`src/rtl/formation_march_ctrl.sv`:
```
// Alien formation step controller: paces the march by live alien count and walks the
// march-right / drop / march-left / drop cycle, freezing for good once the formation lands.
module formation_march_ctrl #(
    parameter int unsigned XSTEP       = 2,
    parameter int unsigned YSTEP       = 2,
    parameter int unsigned DROP_STEPS  = 4,
    parameter int unsigned RIGHT_LIMIT = 630,
    parameter int unsigned LEFT_LIMIT  = 6,
    parameter int unsigned LAND_Y      = 440,
    parameter int unsigned H_LAST      = 639,
    parameter int unsigned V_LAST      = 479
) (
    input  logic       Pclk,
    input  logic       rst,
    input  logic [9:0] xx,
    input  logic [9:0] yy,
    input  logic [9:0] LeftX,
    input  logic [9:0] RightX,
    input  logic [9:0] BottomY,
    input  logic [5:0] AlienCount,
    output logic [1:0] X_off,
    output logic       Xdir,
    output logic [1:0] Y_off,
    output logic       StepEn,
    output logic       Landed
);

    localparam logic [2:0] ST_MARCH_R = 3'd0;
    localparam logic [2:0] ST_DROP_R  = 3'd1;
    localparam logic [2:0] ST_MARCH_L = 3'd2;
    localparam logic [2:0] ST_DROP_L  = 3'd3;
    localparam logic [2:0] ST_LANDED  = 3'd4;

    logic [2:0] state_q, state_d;
    logic [2:0] fcnt_q, fcnt_d;
    logic [1:0] dcnt_q, dcnt_d;
    logic [1:0] x_off_q, x_off_d;
    logic       xdir_q, xdir_d;
    logic [1:0] y_off_q, y_off_d;
    logic       step_en_q, step_en_d;
    logic       landed_q, landed_d;

    logic       tick;
    logic       alive;
    logic       step;
    logic [2:0] period_m1;

    always_comb begin
        tick      = (xx == 10'(H_LAST)) && (yy == 10'(V_LAST));
        alive     = (AlienCount != 6'd0);
        period_m1 = AlienCount[5:3];
        // Step only when the armed frame ends with aliens present and not yet landed.
        step      = tick && step_en_q && alive && (state_q != ST_LANDED);

        state_d = state_q;
        dcnt_d  = dcnt_q;
        if (step) begin
            if (BottomY >= 10'(LAND_Y)) begin
                state_d = ST_LANDED;
            end else begin
                case (state_q)
                    ST_MARCH_R: begin
                        if (RightX >= 10'(RIGHT_LIMIT)) begin
                            state_d = ST_DROP_R;
                            dcnt_d  = 2'(DROP_STEPS - 1);
                        end
                    end
                    ST_DROP_R: begin
                        if (dcnt_q == 2'd0) state_d = ST_MARCH_L;
                        else                dcnt_d  = dcnt_q - 2'd1;
                    end
                    ST_MARCH_L: begin
                        if (LeftX <= 10'(LEFT_LIMIT)) begin
                            state_d = ST_DROP_L;
                            dcnt_d  = 2'(DROP_STEPS - 1);
                        end
                    end
                    ST_DROP_L: begin
                        if (dcnt_q == 2'd0) state_d = ST_MARCH_R;
                        else                dcnt_d  = dcnt_q - 2'd1;
                    end
                    default: ;
                endcase
            end
        end

        fcnt_d    = fcnt_q;
        step_en_d = step_en_q;
        x_off_d   = x_off_q;
        xdir_d    = xdir_q;
        y_off_d   = y_off_q;
        landed_d  = landed_q;
        if (tick) begin
            landed_d = (state_d == ST_LANDED);
            if (!alive || landed_d)         fcnt_d = 3'd0;
            else if (fcnt_q >= period_m1)   fcnt_d = 3'd0;
            else                            fcnt_d = fcnt_q + 3'd1;
            step_en_d = (fcnt_d == period_m1) && alive && !landed_d;

            case (state_d)
                ST_MARCH_R: begin x_off_d = 2'(XSTEP); xdir_d = 1'b1; y_off_d = 2'd0;       end
                ST_DROP_R:  begin x_off_d = 2'd0;      xdir_d = 1'b1; y_off_d = 2'(YSTEP);  end
                ST_MARCH_L: begin x_off_d = 2'(XSTEP); xdir_d = 1'b0; y_off_d = 2'd0;       end
                ST_DROP_L:  begin x_off_d = 2'd0;      xdir_d = 1'b0; y_off_d = 2'(YSTEP);  end
                default:    begin x_off_d = 2'd0;                     y_off_d = 2'd0;       end
            endcase
        end
    end

    always_ff @(posedge Pclk) begin
        if (rst) begin
            state_q   <= ST_MARCH_R;
            fcnt_q    <= 3'd0;
            dcnt_q    <= 2'd0;
            x_off_q   <= 2'(XSTEP);
            xdir_q    <= 1'b1;
            y_off_q   <= 2'd0;
            step_en_q <= 1'b0;
            landed_q  <= 1'b0;
        end else begin
            state_q   <= state_d;
            fcnt_q    <= fcnt_d;
            dcnt_q    <= dcnt_d;
            x_off_q   <= x_off_d;
            xdir_q    <= xdir_d;
            y_off_q   <= y_off_d;
            step_en_q <= step_en_d;
            landed_q  <= landed_d;
        end
    end

    assign X_off  = x_off_q;
    assign Xdir   = xdir_q;
    assign Y_off  = y_off_q;
    assign StepEn = step_en_q;
    assign Landed = landed_q;

endmodule

```
`config.mk`:
```
export PLATFORM = sky130hd
export DESIGN_NAME = formation_march_ctrl
export DESIGN_NICKNAME = d
export VERILOG_FILES = /design/src/rtl/formation_march_ctrl.sv
export SDC_FILE = /design/constraint.sdc
export NUM_CORES = 1
export LEC_CHECK = 0
export BUFFER_PORTS_ARGS = -buffer_cell sky130_fd_sc_hd__buf_2
export CORE_MARGIN = 3
export CORE_UTILIZATION = 35
export DETAILED_ROUTE_END_ITERATION = 10
export PLACE_DENSITY = 0.67
export SLEW_MARGIN = 20
export SYNTH_ARGS = -nofsm -noshare
export SYNTH_HDL_FRONTEND = slang
export SYNTH_SLANG_ARGS = --single-unit
```
`constraint.sdc`:
```
create_clock -name Pclk -period 4.4 [get_ports Pclk]
set_input_delay 0 -clock Pclk [delete_from_list [all_inputs] [get_ports Pclk]]
set_output_delay 0 -clock Pclk [all_outputs]
set_load 0.01 [all_outputs]
```
==> results.md <==
* Number of flip-flops and latches in the synthesized netlist at 13
* Top-count cell post-synth: dfxtp_1
* Worst skew pair latency at 280 ps
* DRC violations left at 0
* Worst Hold Slack at 67.87 ps
* Sequential area share after synthesis at 0.2470
* Effective utilization at floorplan at 0.3756
* Synth Flop Type: dfxtp_1
* Share of Yosys cell area claimed by the top area cell type at 0.2470
* 1st-iter DRT viols at 47
* Critical path peak fanout at 4
* Number of core rows at 19
* Initial DRT Pass Iterations at 4
* Fraction of met2 tracks used by global routing at 0.2748
* Number of routed nets with antenna violations at 0
* Setup Viol. Count Final at 0
* Total die area at 0.003705 mm²
* Total length of routed wires at 3.014 mm
* Area of the core at 0.002805 mm²
* Final GP Congestion at 0.8498
* Post-CTS setup buffer count at 0
* Fin. Hold Viols at 0
* Hold WC Path Type: in -> reg
* Worst-margin pin slew at 808.3 ps
* Final total negative setup slack at 0 ps
* Buffer depth of the longest clock path at 2
* Static leakage power at 0.5917 nW
* Vias per cell at 5.672
* Total global routing overflow at 0
* Number of instances in the synthesized netlist at 138
* Count of vias placed by the detailed router at 1299
* Ys Warns at 0
* Nets@finish at 262
* Highest-utilization routing layer at the global route stage: met2
* Worst Setup Slack, final at 2473 ps
* Average wire length per cell after detail routing at 13.16 µm
* Final core utilization at 0.4969
* Inserted Clock Buffers at 3
* Critical path data arrival time at 2100 ps
* Min Clock Period, post-route at 1927 ps
* Area overhead of the layout relative to synthesis at 32.30%
* Most area-hungry cell type in the Yosys netlist: dfxtp_1
* Max frequency at 518.8 MHz
* Post-placement setup slack at 2543 ps
* Setup repair after global routing missed its margin: no
* Fraction of registers with async set or reset after synthesis at 0
* Instance area after placement at 0.001368 mm²
* Max-cap check violation count at 0
* Hpwl dp at 2.526 mm
* Root Buffer Master: clkbuf_4
* Final Cell Area at 0.001394 mm²
* Clock tree from TritonCTS: yes
* Status: finished, final reports clean
* Startpoint class of the critical path: register
* Maximum number of pins on one net before global-route repair at 16
* DIE HEIGHT at 60.87 µm
* Most area-consuming cells after synthesis: dfxtp_1 (25%), ha_1 (5.9%), a21oi_1 (5.7%)
* Number of enable-type register cells in the synthesized netlist at 0
* Clock transition time at the flip-flop clock pins of the worst setup and hold paths at 90 ps
* # hold bufs at CTS at 0
* Share of post-route cells with drive strength above 1 at 0.3434
* Layout Skew at 9.704 ps
* Critical path data required time at 4570 ps
* Met3 track utilization from global routing at 0.03617
* Die span in x at 60.87 µm
* Maximum ir drop on the vdd rail at 0.00008509 V
* Distinct cell type count after synthesis at 44
* H-tree levels at 1
* Vias in the first global route at 1135
* Final-report max-slew violation count at 0
* Number of antenna violations at the first check in global routing at 0
* Kind of critical path: reg -> reg
* Number of cells upsized or downsized after cts at 0
* Crit share post-route at 0.4380
* I/O pin count at 65
* Normalized max-slew margin at 0.4561
* Most common library cells after synthesis: dfxtp_1 (13), a21oi_1 (12), nand2_1 (12), nor2_1 (11), inv_1 (9)
* Average cell area after synthesis at 7.634 µm²
* Synth Cell Area at 0.001054 mm²
* PwrDens at 173.2 mW/mm²
* # diodes at 0
* Total number of clock tree sinks at 13
* Met1 demand-to-capacity share in global routing at 0.2282
* Element type at the critical path end: register
* GRT Util Overall at 0.1684
* Global-route wire length before repair at 4.795 mm
* Total of buffers placed on input and output ports at 58
* Fill count at 287
-- power breakdown --
group / switching, W / internal (W) / total [W]
clock network: 0.0000427 / 0.0000352 / 0.0000778
registers: 0.0000000000549 / 0.000118 / 0.000118
logic: 0.0000213 / 0.0000248 / 0.0000461
total: 0.0000639 / 0.000178 / 0.000241
-- cells in the final DEF, fill, tap and decap left out, drive strengths merged --
master,instances
a211o,1
or3b,1
a21oi,12
inv,9
ha,5
nand4bb,1
o211ai,2
o2111ai,1
nor4b,2
nor4,3
nand2,12
nand3,4
nand4,8
o21ai,7
a211oi,2
nor2,11
xor2,2
a31o,2
nor3b,2
dfxtp,13
and4,1
a31oi,3
or3,3
o21ba,1
and3,1
o21bai,1
a2111oi,1
conb,2
nor2b,4
nand3b,1
a21o,1
or2,2
o21a,2
o31ai,2
buf,58
clkbuf,4
nand4b,6
a221o,1
or4,2
nor3,2
-- routing by layer --
metal | wire, µm | vias up
met2 | 1451 | 65
li1 | - | 648
met4 | 21 | 0
met3 | 241 | 2
met5 | 0 | -
met1 | 1299 | 584
-- cell families after synthesis --
logic type,after synthesis,synth area share
adders and majority gates,5,0.05938
xor gates and xnor gates,2,0.01663
buffers and inverters,12,0.04987
DFF,13,0.2470
AOI/OAI and AO/OA,39,0.2399
and+or+nand+nor,66,0.3836
other,1,0.003560
-- critical path: stages (launching register included) --
cell and delay, ps:
dfxtp_1 380, inv_1 80, a2111oi_0 700, nand3_1 160, o21a_1 250, a31o_2 250
-- per-stage QoR --
stage | power, W | std cells
3_5_place_dp | 0.0001664 | 225
5_1_grt | 0.0002529 | 229
6_report | 0.0002415 | 229
3_3_place_gp | 0.0001644 | 225
2_1_floorplan | 0.0001382 | 139
4_1_cts | 0.0002417 | 229
-- worst paths after layout --
kind | startpoint | end | slack (ps) | cells past startpoint
worst max-delay path | StepEn | X_off[1] | 2470 | 5
worst min-delay path | rst | fcnt_q[1] | 70 | 2
worst max register to register | StepEn | X_off[1] | 2470 | 5
worst min register to register | Xdir | Xdir | 460 | 2
-- area by class of cell --
cell class / count / area (µm²) / share of cell area
inverters: 9 / 33.78 / 0.02424
clock buffers: 4 / 26.28 / 0.01885
well taps: 31 / 38.79 / 0.02783
flip-flops and latches: 13 / 260.3 / 0.1867
multi-input cells: 114 / 744.5 / 0.5341
repair buffers: 58 / 290.3 / 0.2083
-- flip-flops by register name, summed over array words and instances, names as in the netlist --
register and cells:
Y_off 1, Landed 1, state_q 3, Xdir 1, StepEn 1, X_off 1, dcnt_q 2, fcnt_q 3
Note: power is estimated with default switching activity, not from simulation.
